`src/rtl/multicycle_control_if.sv`:
```
// multicycle_control_if: control bundle between the multi-cycle MIPS control FSM and its datapath
//   master (controller): op, zero and mem_ready are inputs; every datapath mux/enable plus
//                        illegal_op and fault are outputs
//   slave  (datapath)  : the mirror image of master
interface multicycle_control_if #(
    parameter int OPCODE_W = 6,
    parameter int ALUOP_W  = 2
);
    logic [OPCODE_W-1:0] op;
    logic                zero;
    logic                mem_ready;
    logic                pc_write;
    logic                pc_write_cond;
    logic                iord;
    logic                mem_read;
    logic                mem_write;
    logic                ir_write;
    logic                mem_to_reg;
    logic                reg_dst;
    logic                reg_write;
    logic                alu_src_a;
    logic [1:0]          alu_src_b;
    logic [ALUOP_W-1:0]  alu_op;
    logic [1:0]          pc_source;
    logic                illegal_op;
    logic                fault;

    modport master (
        input  op, zero, mem_ready,
        output pc_write, pc_write_cond, iord, mem_read, mem_write, ir_write, mem_to_reg,
               reg_dst, reg_write, alu_src_a, alu_src_b, alu_op, pc_source, illegal_op, fault
    );

    modport slave (
        output op, zero, mem_ready,
        input  pc_write, pc_write_cond, iord, mem_read, mem_write, ir_write, mem_to_reg,
               reg_dst, reg_write, alu_src_a, alu_src_b, alu_op, pc_source, illegal_op, fault
    );
endinterface

```
`src/rtl/multicycle_control.sv`:
```
// multicycle_control: main control FSM of the multi-cycle MIPS datapath with memory-wait timeout
//   clk   : rising-edge clock
//   rst_n : asynchronous active-low reset; all outputs read 0 while it is low
//   ctrl  : multicycle_control_if.master (op/zero/mem_ready in, datapath controls,
//           illegal_op pulse and sticky fault out)
//   Define CTRL_IMM_OPS_EN to add addi/andi/ori through the IEXEC/IWB states.
module multicycle_control #(
    parameter int OPCODE_W = 6,
    parameter int ALUOP_W  = 2,
    parameter int WAIT_W   = 4,
    parameter int MAX_WAIT = 15
) (
    input logic                  clk,
    input logic                  rst_n,
    multicycle_control_if.master ctrl
);
    localparam logic [OPCODE_W-1:0] OP_R   = OPCODE_W'(0);
    localparam logic [OPCODE_W-1:0] OP_J   = OPCODE_W'(2);
    localparam logic [OPCODE_W-1:0] OP_BEQ = OPCODE_W'(4);
    localparam logic [OPCODE_W-1:0] OP_LW  = OPCODE_W'(35);
    localparam logic [OPCODE_W-1:0] OP_SW  = OPCODE_W'(43);
`ifdef CTRL_IMM_OPS_EN
    localparam logic [OPCODE_W-1:0] OP_ADDI = OPCODE_W'(8);
    localparam logic [OPCODE_W-1:0] OP_ANDI = OPCODE_W'(12);
    localparam logic [OPCODE_W-1:0] OP_ORI  = OPCODE_W'(13);
`endif

    typedef enum logic [3:0] {
        FETCH, DECODE, MEMADR, MEMRD, MEMWB, MEMWR, EXEC, RWB, BRANCH, JUMP, HALT
`ifdef CTRL_IMM_OPS_EN
        , IEXEC, IWB
`endif
    } state_t;

    state_t              state_q, state_d;
    logic [WAIT_W-1:0]   wait_q, wait_d;
    logic                fault_q, fault_d;
    logic                waiting, timeout, legal;

    assign waiting = state_q inside {FETCH, MEMRD, MEMWR};
    // mem_ready on the last allowed cycle still wins over the timeout
    assign timeout = waiting && !ctrl.mem_ready && wait_q == WAIT_W'(MAX_WAIT);
    assign legal   = ctrl.op inside {OP_R, OP_J, OP_BEQ, OP_LW, OP_SW
`ifdef CTRL_IMM_OPS_EN
                                     , OP_ADDI, OP_ANDI, OP_ORI
`endif
                                    };

    always_ff @(posedge clk or negedge rst_n) begin
        if (!rst_n) begin
            state_q <= FETCH;
            wait_q  <= '0;
            fault_q <= 1'b0;
        end else begin
            state_q <= state_d;
            wait_q  <= wait_d;
            fault_q <= fault_d;
        end
    end

    always_comb begin
        state_d = state_q;
        case (state_q)
            FETCH:  state_d = ctrl.mem_ready ? DECODE : FETCH;
            DECODE: begin
                case (ctrl.op)
                    OP_LW, OP_SW: state_d = MEMADR;
                    OP_R:         state_d = EXEC;
                    OP_BEQ:       state_d = BRANCH;
                    OP_J:         state_d = JUMP;
`ifdef CTRL_IMM_OPS_EN
                    OP_ADDI, OP_ANDI, OP_ORI: state_d = IEXEC;
`endif
                    default:      state_d = FETCH;
                endcase
            end
            MEMADR: state_d = ctrl.op == OP_LW ? MEMRD : ctrl.op == OP_SW ? MEMWR : FETCH;
            MEMRD:  state_d = ctrl.mem_ready ? MEMWB : MEMRD;
            MEMWR:  state_d = ctrl.mem_ready ? FETCH : MEMWR;
            EXEC:   state_d = RWB;
`ifdef CTRL_IMM_OPS_EN
            IEXEC:  state_d = IWB;
            IWB:    state_d = FETCH;
`endif
            MEMWB, RWB, BRANCH, JUMP: state_d = FETCH;
            default: state_d = state_q;
        endcase
        if (timeout) state_d = HALT;
        // any state change clears the counter, which covers entry to every waiting state
        wait_d  = state_d != state_q ? '0 :
                  (waiting && !ctrl.mem_ready && wait_q != WAIT_W'(MAX_WAIT)) ? wait_q + 1'b1 : wait_q;
        fault_d = fault_q | timeout;
    end

    always_comb begin
        ctrl.pc_write      = 1'b0;
        ctrl.pc_write_cond = 1'b0;
        ctrl.iord          = 1'b0;
        ctrl.mem_read      = 1'b0;
        ctrl.mem_write     = 1'b0;
        ctrl.ir_write      = 1'b0;
        ctrl.mem_to_reg    = 1'b0;
        ctrl.reg_dst       = 1'b0;
        ctrl.reg_write     = 1'b0;
        ctrl.alu_src_a     = 1'b0;
        ctrl.alu_src_b     = 2'b00;
        ctrl.alu_op        = '0;
        ctrl.pc_source     = 2'b00;
        ctrl.illegal_op    = 1'b0;
        ctrl.fault         = fault_q;
        // gating on rst_n keeps the FETCH decode of the reset state off the bus during reset
        if (rst_n) begin
            case (state_q)
                FETCH: begin
                    ctrl.mem_read  = 1'b1;
                    ctrl.alu_src_b = 2'b01;
                    ctrl.ir_write  = ctrl.mem_ready;
                    ctrl.pc_write  = ctrl.mem_ready;
                end
                DECODE: begin
                    ctrl.alu_src_b  = 2'b11;
                    ctrl.illegal_op = !legal;
                end
                MEMADR: begin
                    ctrl.alu_src_a = 1'b1;
                    ctrl.alu_src_b = 2'b10;
                end
                MEMRD: begin
                    ctrl.mem_read = 1'b1;
                    ctrl.iord     = 1'b1;
                end
                MEMWB: begin
                    ctrl.reg_write  = 1'b1;
                    ctrl.mem_to_reg = 1'b1;
                end
                MEMWR: begin
                    ctrl.mem_write = 1'b1;
                    ctrl.iord      = 1'b1;
                end
                EXEC: begin
                    ctrl.alu_src_a = 1'b1;
                    ctrl.alu_op    = ALUOP_W'(2);
                end
                RWB: begin
                    ctrl.reg_write = 1'b1;
                    ctrl.reg_dst   = 1'b1;
                end
                BRANCH: begin
                    ctrl.alu_src_a     = 1'b1;
                    ctrl.alu_op        = ALUOP_W'(1);
                    ctrl.pc_write_cond = 1'b1;
                    ctrl.pc_source     = 2'b01;
                end
                JUMP: begin
                    ctrl.pc_write  = 1'b1;
                    ctrl.pc_source = 2'b10;
                end
`ifdef CTRL_IMM_OPS_EN
                IEXEC: begin
                    ctrl.alu_src_a = 1'b1;
                    ctrl.alu_src_b = 2'b10;
                    ctrl.alu_op    = ctrl.op == OP_ADDI ? ALUOP_W'(0) : ALUOP_W'(3);
                end
                IWB: ctrl.reg_write = 1'b1;
`endif
                default: ;
            endcase
        end
    end
endmodule

```
`src/flat_wrapper.sv`:
```
// flat-port wrapper written by rule: the top's interface ports become plain ports
module multicycle_control_flat 
#(
    parameter int OPCODE_W = 6,
    parameter int ALUOP_W  = 2,
    parameter int WAIT_W   = 4,
    parameter int MAX_WAIT = 15
)
  (clk, rst_n, ctrl_op, ctrl_zero, ctrl_mem_ready, ctrl_pc_write, ctrl_pc_write_cond, ctrl_iord, ctrl_mem_read, ctrl_mem_write, ctrl_ir_write, ctrl_mem_to_reg, ctrl_reg_dst, ctrl_reg_write, ctrl_alu_src_a, ctrl_alu_src_b, ctrl_alu_op, ctrl_pc_source, ctrl_illegal_op, ctrl_fault);
  multicycle_control_if #(.OPCODE_W(OPCODE_W), .ALUOP_W(ALUOP_W)) ctrl_i ();
  input logic clk;
  input logic rst_n;
  input wire logic [$bits(ctrl_i.op)-1:0] ctrl_op;
  input wire logic [$bits(ctrl_i.zero)-1:0] ctrl_zero;
  input wire logic [$bits(ctrl_i.mem_ready)-1:0] ctrl_mem_ready;
  output wire logic [$bits(ctrl_i.pc_write)-1:0] ctrl_pc_write;
  output wire logic [$bits(ctrl_i.pc_write_cond)-1:0] ctrl_pc_write_cond;
  output wire logic [$bits(ctrl_i.iord)-1:0] ctrl_iord;
  output wire logic [$bits(ctrl_i.mem_read)-1:0] ctrl_mem_read;
  output wire logic [$bits(ctrl_i.mem_write)-1:0] ctrl_mem_write;
  output wire logic [$bits(ctrl_i.ir_write)-1:0] ctrl_ir_write;
  output wire logic [$bits(ctrl_i.mem_to_reg)-1:0] ctrl_mem_to_reg;
  output wire logic [$bits(ctrl_i.reg_dst)-1:0] ctrl_reg_dst;
  output wire logic [$bits(ctrl_i.reg_write)-1:0] ctrl_reg_write;
  output wire logic [$bits(ctrl_i.alu_src_a)-1:0] ctrl_alu_src_a;
  output wire logic [$bits(ctrl_i.alu_src_b)-1:0] ctrl_alu_src_b;
  output wire logic [$bits(ctrl_i.alu_op)-1:0] ctrl_alu_op;
  output wire logic [$bits(ctrl_i.pc_source)-1:0] ctrl_pc_source;
  output wire logic [$bits(ctrl_i.illegal_op)-1:0] ctrl_illegal_op;
  output wire logic [$bits(ctrl_i.fault)-1:0] ctrl_fault;
  assign ctrl_i.op = ctrl_op;
  assign ctrl_i.zero = ctrl_zero;
  assign ctrl_i.mem_ready = ctrl_mem_ready;
  assign ctrl_pc_write = ctrl_i.pc_write;
  assign ctrl_pc_write_cond = ctrl_i.pc_write_cond;
  assign ctrl_iord = ctrl_i.iord;
  assign ctrl_mem_read = ctrl_i.mem_read;
  assign ctrl_mem_write = ctrl_i.mem_write;
  assign ctrl_ir_write = ctrl_i.ir_write;
  assign ctrl_mem_to_reg = ctrl_i.mem_to_reg;
  assign ctrl_reg_dst = ctrl_i.reg_dst;
  assign ctrl_reg_write = ctrl_i.reg_write;
  assign ctrl_alu_src_a = ctrl_i.alu_src_a;
  assign ctrl_alu_src_b = ctrl_i.alu_src_b;
  assign ctrl_alu_op = ctrl_i.alu_op;
  assign ctrl_pc_source = ctrl_i.pc_source;
  assign ctrl_illegal_op = ctrl_i.illegal_op;
  assign ctrl_fault = ctrl_i.fault;
  multicycle_control #(.OPCODE_W(OPCODE_W), .ALUOP_W(ALUOP_W), .WAIT_W(WAIT_W), .MAX_WAIT(MAX_WAIT)) u_core (.clk(clk), .rst_n(rst_n), .ctrl(ctrl_i));
endmodule
```
`config.mk`:
```
export PLATFORM = sky130hd
export DESIGN_NAME = multicycle_control_flat
export DESIGN_NICKNAME = d
export VERILOG_FILES = /design/src/rtl/multicycle_control_if.sv /design/src/rtl/multicycle_control.sv /design/src/flat_wrapper.sv
export SDC_FILE = /design/constraint.sdc
export NUM_CORES = 1
export LEC_CHECK = 0
export BUFFER_PORTS_ARGS = -buffer_cell sky130_fd_sc_hd__buf_2
export CORE_UTILIZATION = 45
export CTS_BUF_LIST = sky130_fd_sc_hd__clkbuf_4
export DETAILED_ROUTE_END_ITERATION = 10
export GPL_TIMING_DRIVEN = 0
export MAX_ROUTING_LAYER = met4
export PLACE_DENSITY = 0.72
export SYNTH_ARGS = -nofsm -noshare
export SYNTH_HDL_FRONTEND = slang
export SYNTH_SLANG_ARGS = --single-unit
```
`constraint.sdc`:
```
create_clock -name clk -period 2.75 [get_ports clk]
set_input_delay 0.275 -clock clk [delete_from_list [all_inputs] [get_ports clk]]
set_output_delay 0.275 -clock clk [all_outputs]
set_load 0.05 [all_outputs]
```
==> results of run 1 <==
[through the flow]
step | cell area, µm² | hold slack [ps] | power (µW)
floorplan | 910 | -20.6 | 246
global placement | 1070 | 152 | 277
detailed placement | 1070 | 155 | 282
CTS | 1110 | 411 | 393
global route | 1110 | 439 | 413
finish | 1110 | 413 | 391
[registers in the layout, indices dropped and copies added, names as in the netlist]
register,count
u_core.state_q,4
u_core.wait_q,4
u_core.ctrl.fault,1
[worst max-delay path: stages]
cell and delay (ps):
dlygate4sd3_1 520, buf_2 260, nor2b_1 230, nand2_1 130, nor3_1 170, or2_2 140, buf_2 250
[routing by layer]
metal / wire [µm] / global-route usage, % / vias up
met2: 1020 / 35.3 / 33
met4: 0 / 1.71 / 0
met3: 122 / 5.77 / 0
met5: 0 / - / -
li1: - / - / 496
met1: 1110 / 33.8 / 458
[synthesized netlist by cell type, types with 4 or more instances]
library cell  count
nand2_1           7
nor3_1           13
dfrtp_1           9
nand2b_1          4
nor2b_1           6
nor3b_1           4
nor2_1           18
[cell families after synthesis]
logic type	share of synthesized area, %
and+or+nand+nor	44.7
AOI/OAI and AO/OA	15.9
buffers and inverters	4.99
DFF	24.9
xor gates and xnor gates	5.82
muxes	2.22
adders and majority gates	1.38
[worst paths after layout]
path | from | endpoint | slack, ps | cells past startpoint
worst max-delay path | rst_n | ctrl_reg_write | 510 | 7
worst min-delay path | rst_n | u_core.wait_q[0]$_DFFE_PN0P_ | 410 | 2
worst max register to register | u_core.state_q[0]$_DFF_PN0_ | u_core.wait_q[1]$_DFFE_PN0P_ | 560 | 7
worst min register to register | u_core.ctrl.fault$_DFF_PN0_ | u_core.ctrl.fault$_DFF_PN0_ | 470 | 1
max in group asynchronous | rst_n | u_core.state_q[0]$_DFF_PN0_ | 2130 | 2
min in group clk | u_core.ctrl.fault$_DFF_PN0_ | u_core.ctrl.fault$_DFF_PN0_ | 470 | 1
[final cells by class]
class | count | area (µm²)
plain buffers | 7 | 37.5
clock buffers | 4 | 30.0
fillers | 176 | 691
inverters | 2 | 7.51
multi-input cells | 101 | 639
flip-flops and latches | 9 | 225
well taps | 25 | 31.3
repair buffers | 27 | 140
[timing repair]
action	in CTS	in global routing
endpoints found under the setup margin	0	0
hold buffers	1	0
endpoints found under the hold margin	9	0
[power by group through the flow]
stage | sequential [µW] | clock [µW] | combinational (µW)
after floorplan | 149 | 0 | 96.9
after global placement | 150 | 0 | 127
after global routing | 149 | 119 | 145
after detailed placement | 151 | 0 | 131
after CTS | 148 | 112 | 133
final | 148 | 110 | 133
==> impl_metrics.csv, run 1 <==
group,metric,value,unit
die,pin_count,28,
status,status,"finished clean",
die,rows,15,
detailed_routing,drcViolationCount,0,
clocking,cts_tree,"yes",
global_routing,grt_max_degree,14,
sta,setup_slack,506,ps
clocking,post_cts_buffers,0,
power_and_ir_drop,p_clk_share,28.1,%
synth,synth_area_leaders,"dfrtp_1 (25%), nor2_1 (7.5%), nor3_1 (7.2%), nor2b_1 (4.2%), nor3b_1 (3.3%)",
placed_design,io_buffers,26,
power_and_ir_drop,seq_power_share,38.0,%
die,die_area,0.00219,mm²
power_and_ir_drop,p_sw_share,35.2,%
placed_design,gp_congestion,0.825,
clocking,clkLatencyLatePin,260,ps
layout,drive_gt1_share,29.3,%
detailed_routing,drt_iter0_markers,11,
die,core_area,0.00180,mm²
die,die_x,46.8,µm
run,max-cap-violations,0,
clocking,clock_sinks,9,
power_and_ir_drop,powerDensity,352,mW/mm²
synth,ys_async_sr_fraction,100,%
clocking,clockRootBuffer,"clkbuf_4",
sta,hold_violations,0,
clocking,cts_htree_levels,1,
detailed_routing,dr.pass1.iters,4,
synth,yosysTopAreaCell,"dfrtp_1",
detailed_routing,vias,987,
layout,layout_common_cells,"buf_2 (29), nor2_1 (18), nor3_1 (13), dfrtp_1 (9), nand2_1 (7)",
synth,synthesis.area,903,µm²
placed_design,place.detailed.hpwl,1710,µm
power_and_ir_drop,leakagePower,0.000526,µW
sta,max_freq,0.446,GHz
placed_design,place_inst,170,
synth,synth_enable_flop_cells,0,
power_and_ir_drop,switchingPower,137,µW
die,die_y,46.8,µm
synth,synth_seq_area_share,24.9,%
synth,synth_top_area_share,24.9,%
global_routing,grt.overflow.total,0,
layout,instances_no_fill,175,
global_routing,grt_pass1_wl,3600,µm
synth,synth_nets,130,
detailed_routing,ant_nets,0,
sta,fin_tns_setup,0,ps
sta,fin_skew,7.23,ps
synth,synth_seq_cells,9,
sta,final-setup-viol-count,0,
synth,avgSynthCellArea,7.59,µm²
critical_path,start_kind,"input port",
layout,final_common_cell,"buf_2",
power_and_ir_drop,peakVddDrop,0.000376,V
global_routing,antenna_found_initial,0,
sta,period_share,81.6,%
sta,slew_violations,0,
synth,synth_flop_cell,"dfrtp_1",
global_routing,grt_usage,23.7,%
detailed_routing,post_drt_wl_per_cell,12.8,µm
die,initial_core_util,50.1,%
placed_design,preCtsSetupSlack,641,ps
clocking,cts_buffers,3,
critical_path,end_kind,"output port",
detailed_routing,viasPerCell,5.64,
synth,ys_types,41,
clocking,clock_path_buffers,2,
sta,worstMarginPinSlew,491,ps
min_path,min_path_type,"in -> async",
clocking,post_cts_resize_count,0,
sta,min_period,2240,ps
critical_path,required,2480,ps
power_and_ir_drop,intPower,254,µW
layout,final_util,61.7,%
sta,rsz0062_at_grt,"false",
detailed_routing,drt_wl_total,2250,µm
layout,n_antenna_cell,0,
global_routing,grt_pass1_vias,797,
synth,syn-instance-count,119,
synth,ys.warnings.count,0,
clocking,clk_pin_slew,60,ps
critical_path,critPathArrivalTime,1970,ps
critical_path,path_class,"in -> out",
power_and_ir_drop,pwr-share-comb,34.0,%
critical_path,worstPathMaxFanout,13,
layout,fin_nets,162,
layout,syn_to_final_growth,23.0,%
sta,maxSlewHeadroom,67.2,%
(Power assumes the default switching activity.)
==> run 2: changes to the inputs <==
--- a/config.mk
+++ b/config.mk
@@ -11,7 +11,7 @@
 export DETAILED_ROUTE_END_ITERATION = 10
 export GPL_TIMING_DRIVEN = 0
 export MAX_ROUTING_LAYER = met4
-export PLACE_DENSITY = 0.72
+export PLACE_DENSITY = 0.74
 export SYNTH_ARGS = -nofsm -noshare
 export SYNTH_HDL_FRONTEND = slang
 export SYNTH_SLANG_ARGS = --single-unit
==> constraint.sdc (replaced) <==
create_clock -name clk -period 1.9 [get_ports clk]
set_input_delay 0.19 -clock clk [delete_from_list [all_inputs] [get_ports clk]]
set_output_delay 0.19 -clock clk [all_outputs]
set_load 0.05 [all_outputs]
==> run 2 against run 1 <==
The run now ends with setup timing left. Die area unchanged. Final area is 27% higher. Clock power increased by 47%. Register-to-register slack worse by 580 ps. Wire length is 28% higher.
==> impl_metrics.csv, run 2 (synthesis gave the netlist of run 1 again) <==
group,metric,value,unit
status,status,"finished, violations left",
status,violations,"setup timing",
placed_design,io_buffers,26,
layout,layout_common_cells,"buf_2 (22), nor2_1 (15), buf_4 (10), dfrtp_1 (8)",
placed_design,preCtsSetupSlack,-185,ps
clocking,clock_sinks,9,
clocking,clockRootBuffer,"clkbuf_4",
layout,fillerInstances,131,
global_routing,grt.overflow.total,0,
detailed_routing,dr_wl_met2,1530,µm
placed_design,place_inst,170,
die,core_area,0.00180,mm²
critical_path,end_kind,"flop",
detailed_routing,drt-met1-wl,1120,µm
global_routing,grt_max_degree,11,
sta,hold_violations,0,
sta,period_share,101,%
critical_path,required,2080,ps
critical_path,regToRegSetupSlack,-20,ps
critical_path,critPathMaxStageDelay,400,ps
die,pin_count,28,
global_routing,grt_pass1_vias,930,
detailed_routing,drt_iter0_markers,42,
detailed_routing,viasPerCell,6.09,
critical_path,slowest_stage,"dfrtp_1",
run,max-cap-violations,0,
die,die_area,0.00219,mm²
detailed_routing,top_layer,"met4",
detailed_routing,dr.pass1.iters,4,
power_and_ir_drop,peakVddDrop,0.000489,V
clocking,cts_tree,"yes",
clocking,clkLatencyLatePin,260,ps
min_path,min_to,"u_core.state_q[2]$_DFF_PN0_",
die,die_y,46.8,µm
sta,rsz0062_at_grt,"true",
sta,fin_skew,3.96,ps
clocking,clock_path_buffers,2,
detailed_routing,vias,1103,
global_routing,antenna_found_initial,0,
layout,instances_no_fill,181,
detailed_routing,ant_nets,0,
detailed_routing,route.met3.wl,208,µm
critical_path,worstPathMaxFanout,4,
detailed_routing,drcViolationCount,0,
sta,setup_slack,-22.3,ps
critical_path,path_common_cell,"nor3_2",
critical_path,critPathArrivalTime,2110,ps
critical_path,r2r_start,"u_core.state_q[2]$_DFF_PN0_",
layout,drive_gt1_share,54.5,%
critical_path,r2r_end,"u_core.wait_q[2]$_DFFE_PN0P_",
critical_path,path_class,"reg -> reg",
clocking,clk_pin_slew,60,ps
die,die_x,46.8,µm
placed_design,place.detailed.hpwl,1770,µm
placed_design,gp_congestion,0.825,
global_routing,grt_usage,27.3,%
sta,min_period,1920,ps
power_and_ir_drop,powerDensity,455,mW/mm²
sta,hold_ws,423,ps
min_path,min_path_type,"in -> reg",
power_and_ir_drop,leakagePower,0.000612,µW
global_routing,grt_pass1_wl,4150,µm
min_path,min_from,"ctrl_op[4]",
layout,syn_to_final_growth,55.7,%
critical_path,start_kind,"flop",
layout,n_antenna_cell,0,
sta,final-setup-viol-count,4,
die,initial_core_util,50.1,%
layout,fin_nets,168,
sta,worstMarginPinSlew,467,ps
sta,fin_tns_setup,-73.6,ps
min_path,hold_path_depth,4,
clocking,cts_htree_levels,1,
detailed_routing,drt_wl_total,2880,µm
detailed_routing,post_drt_wl_per_cell,15.9,µm
sta,max_freq,0.520,GHz
sta,slew_violations,0,
critical_path,r2r_cells,7,
clocking,cts_buffers,3,
layout,final_common_cell,"buf_2",
die,rows,15,
critical_path,path_cells,"buf_2, xnor2_1, a22oi_2, nor3_2, a31o_2, a211o_4, nor3_2",
sta,maxSlewHeadroom,68.6,%
power_and_ir_drop,power,640,µW
-- run 2: changes by cell type in the layout (fill, tap and decap cells not counted), moves of 3 or more --
cell	delta
buf_2	-7
buf_4	+10
clkbuf_4	+3
nor2_1	-3
nor2b_1	-5
nor2b_2	+3
nor3_1	-6
nor3_2	+4
-- run 2: repair_timing --
| action | in CTS | in global routing |
|---|---|---|
| hold endpoints to repair | 9 | 0 |
| gates cloned | 0 | 1 |
| pin swaps | 7 | 10 |
| hold buffers | 1 | 0 |
| resized for setup | 25 | 34 |
| setup buffers | 3 | 2 |
| setup endpoints to repair | 18 | 15 |
-- run 2: layer usage --
| layer | GRT usage (%) | vias to the layer above |
|---|---|---|
| met5 | - | - |
| met4 | 4.57 | 0 |
| met3 | 5.00 | 5 |
| met2 | 45.6 | 54 |
| met1 | 34.8 | 534 |
| li1 | - | 510 |
-- run 2: how the worst max path moves through the flow --
stage	from	end	slack [ps]	depth (start not counted)
after floorplan	u_core.state_q[2]$_DFF_PN0_	ctrl_illegal_op	-260	5
after global placement	u_core.state_q[2]$_DFF_PN0_	u_core.wait_q[0]$_DFFE_PN0P_	-160	7
after detailed placement	u_core.state_q[2]$_DFF_PN0_	u_core.wait_q[2]$_DFFE_PN0P_	-180	7
after CTS	u_core.state_q[2]$_DFF_PN0_	u_core.wait_q[0]$_DFFE_PN0P_	0.6	7
after global routing	u_core.state_q[3]$_DFF_PN0_	u_core.wait_q[0]$_DFFE_PN0P_	-100	7
final	u_core.state_q[2]$_DFF_PN0_	u_core.wait_q[2]$_DFFE_PN0P_	-20	7
-- run 2: worst max-delay path: cells and delay by family, from the launching register on --
| family | cells | cell delay, ps |
|---|---|---|
| DFF | 1 | 400 |
| AOI/OAI and AO/OA | 3 | 900 |
| buffers and inverters | 1 | 170 |
| xor gates and xnor gates | 1 | 140 |
| and+or+nand+nor | 2 | 230 |
-- run 2: through the flow --
stage	area (µm²)	util, %
2_1_floorplan	938	-
3_3_place_gp	1100	61.0
3_5_place_dp	1100	61.0
4_1_cts	1250	69.7
5_1_grt	1410	78.1
6_report	1410	78.1
-- run 2: cell type report --
| type | count | area (µm²) | area share [%] |
|---|---|---|---|
| well taps | 25 | 31.3 | 2.22 |
| plain buffers | 7 | 63.8 | 4.54 |
| repair buffers | 33 | 203 | 14.4 |
| inverters | 2 | 7.51 | 0.534 |
| clock buffers | 4 | 30.0 | 2.14 |
| multi-input cells | 101 | 845 | 60.1 |
| flip-flops and latches | 9 | 226 | 16.1 |
-- run 2: power by group --
part / switching [µW] / internal (µW) / total, µW
clock network: 66.5 / 95.2 / 162
logic: 158 / 104 / 262
registers: 11.8 / 204 / 216
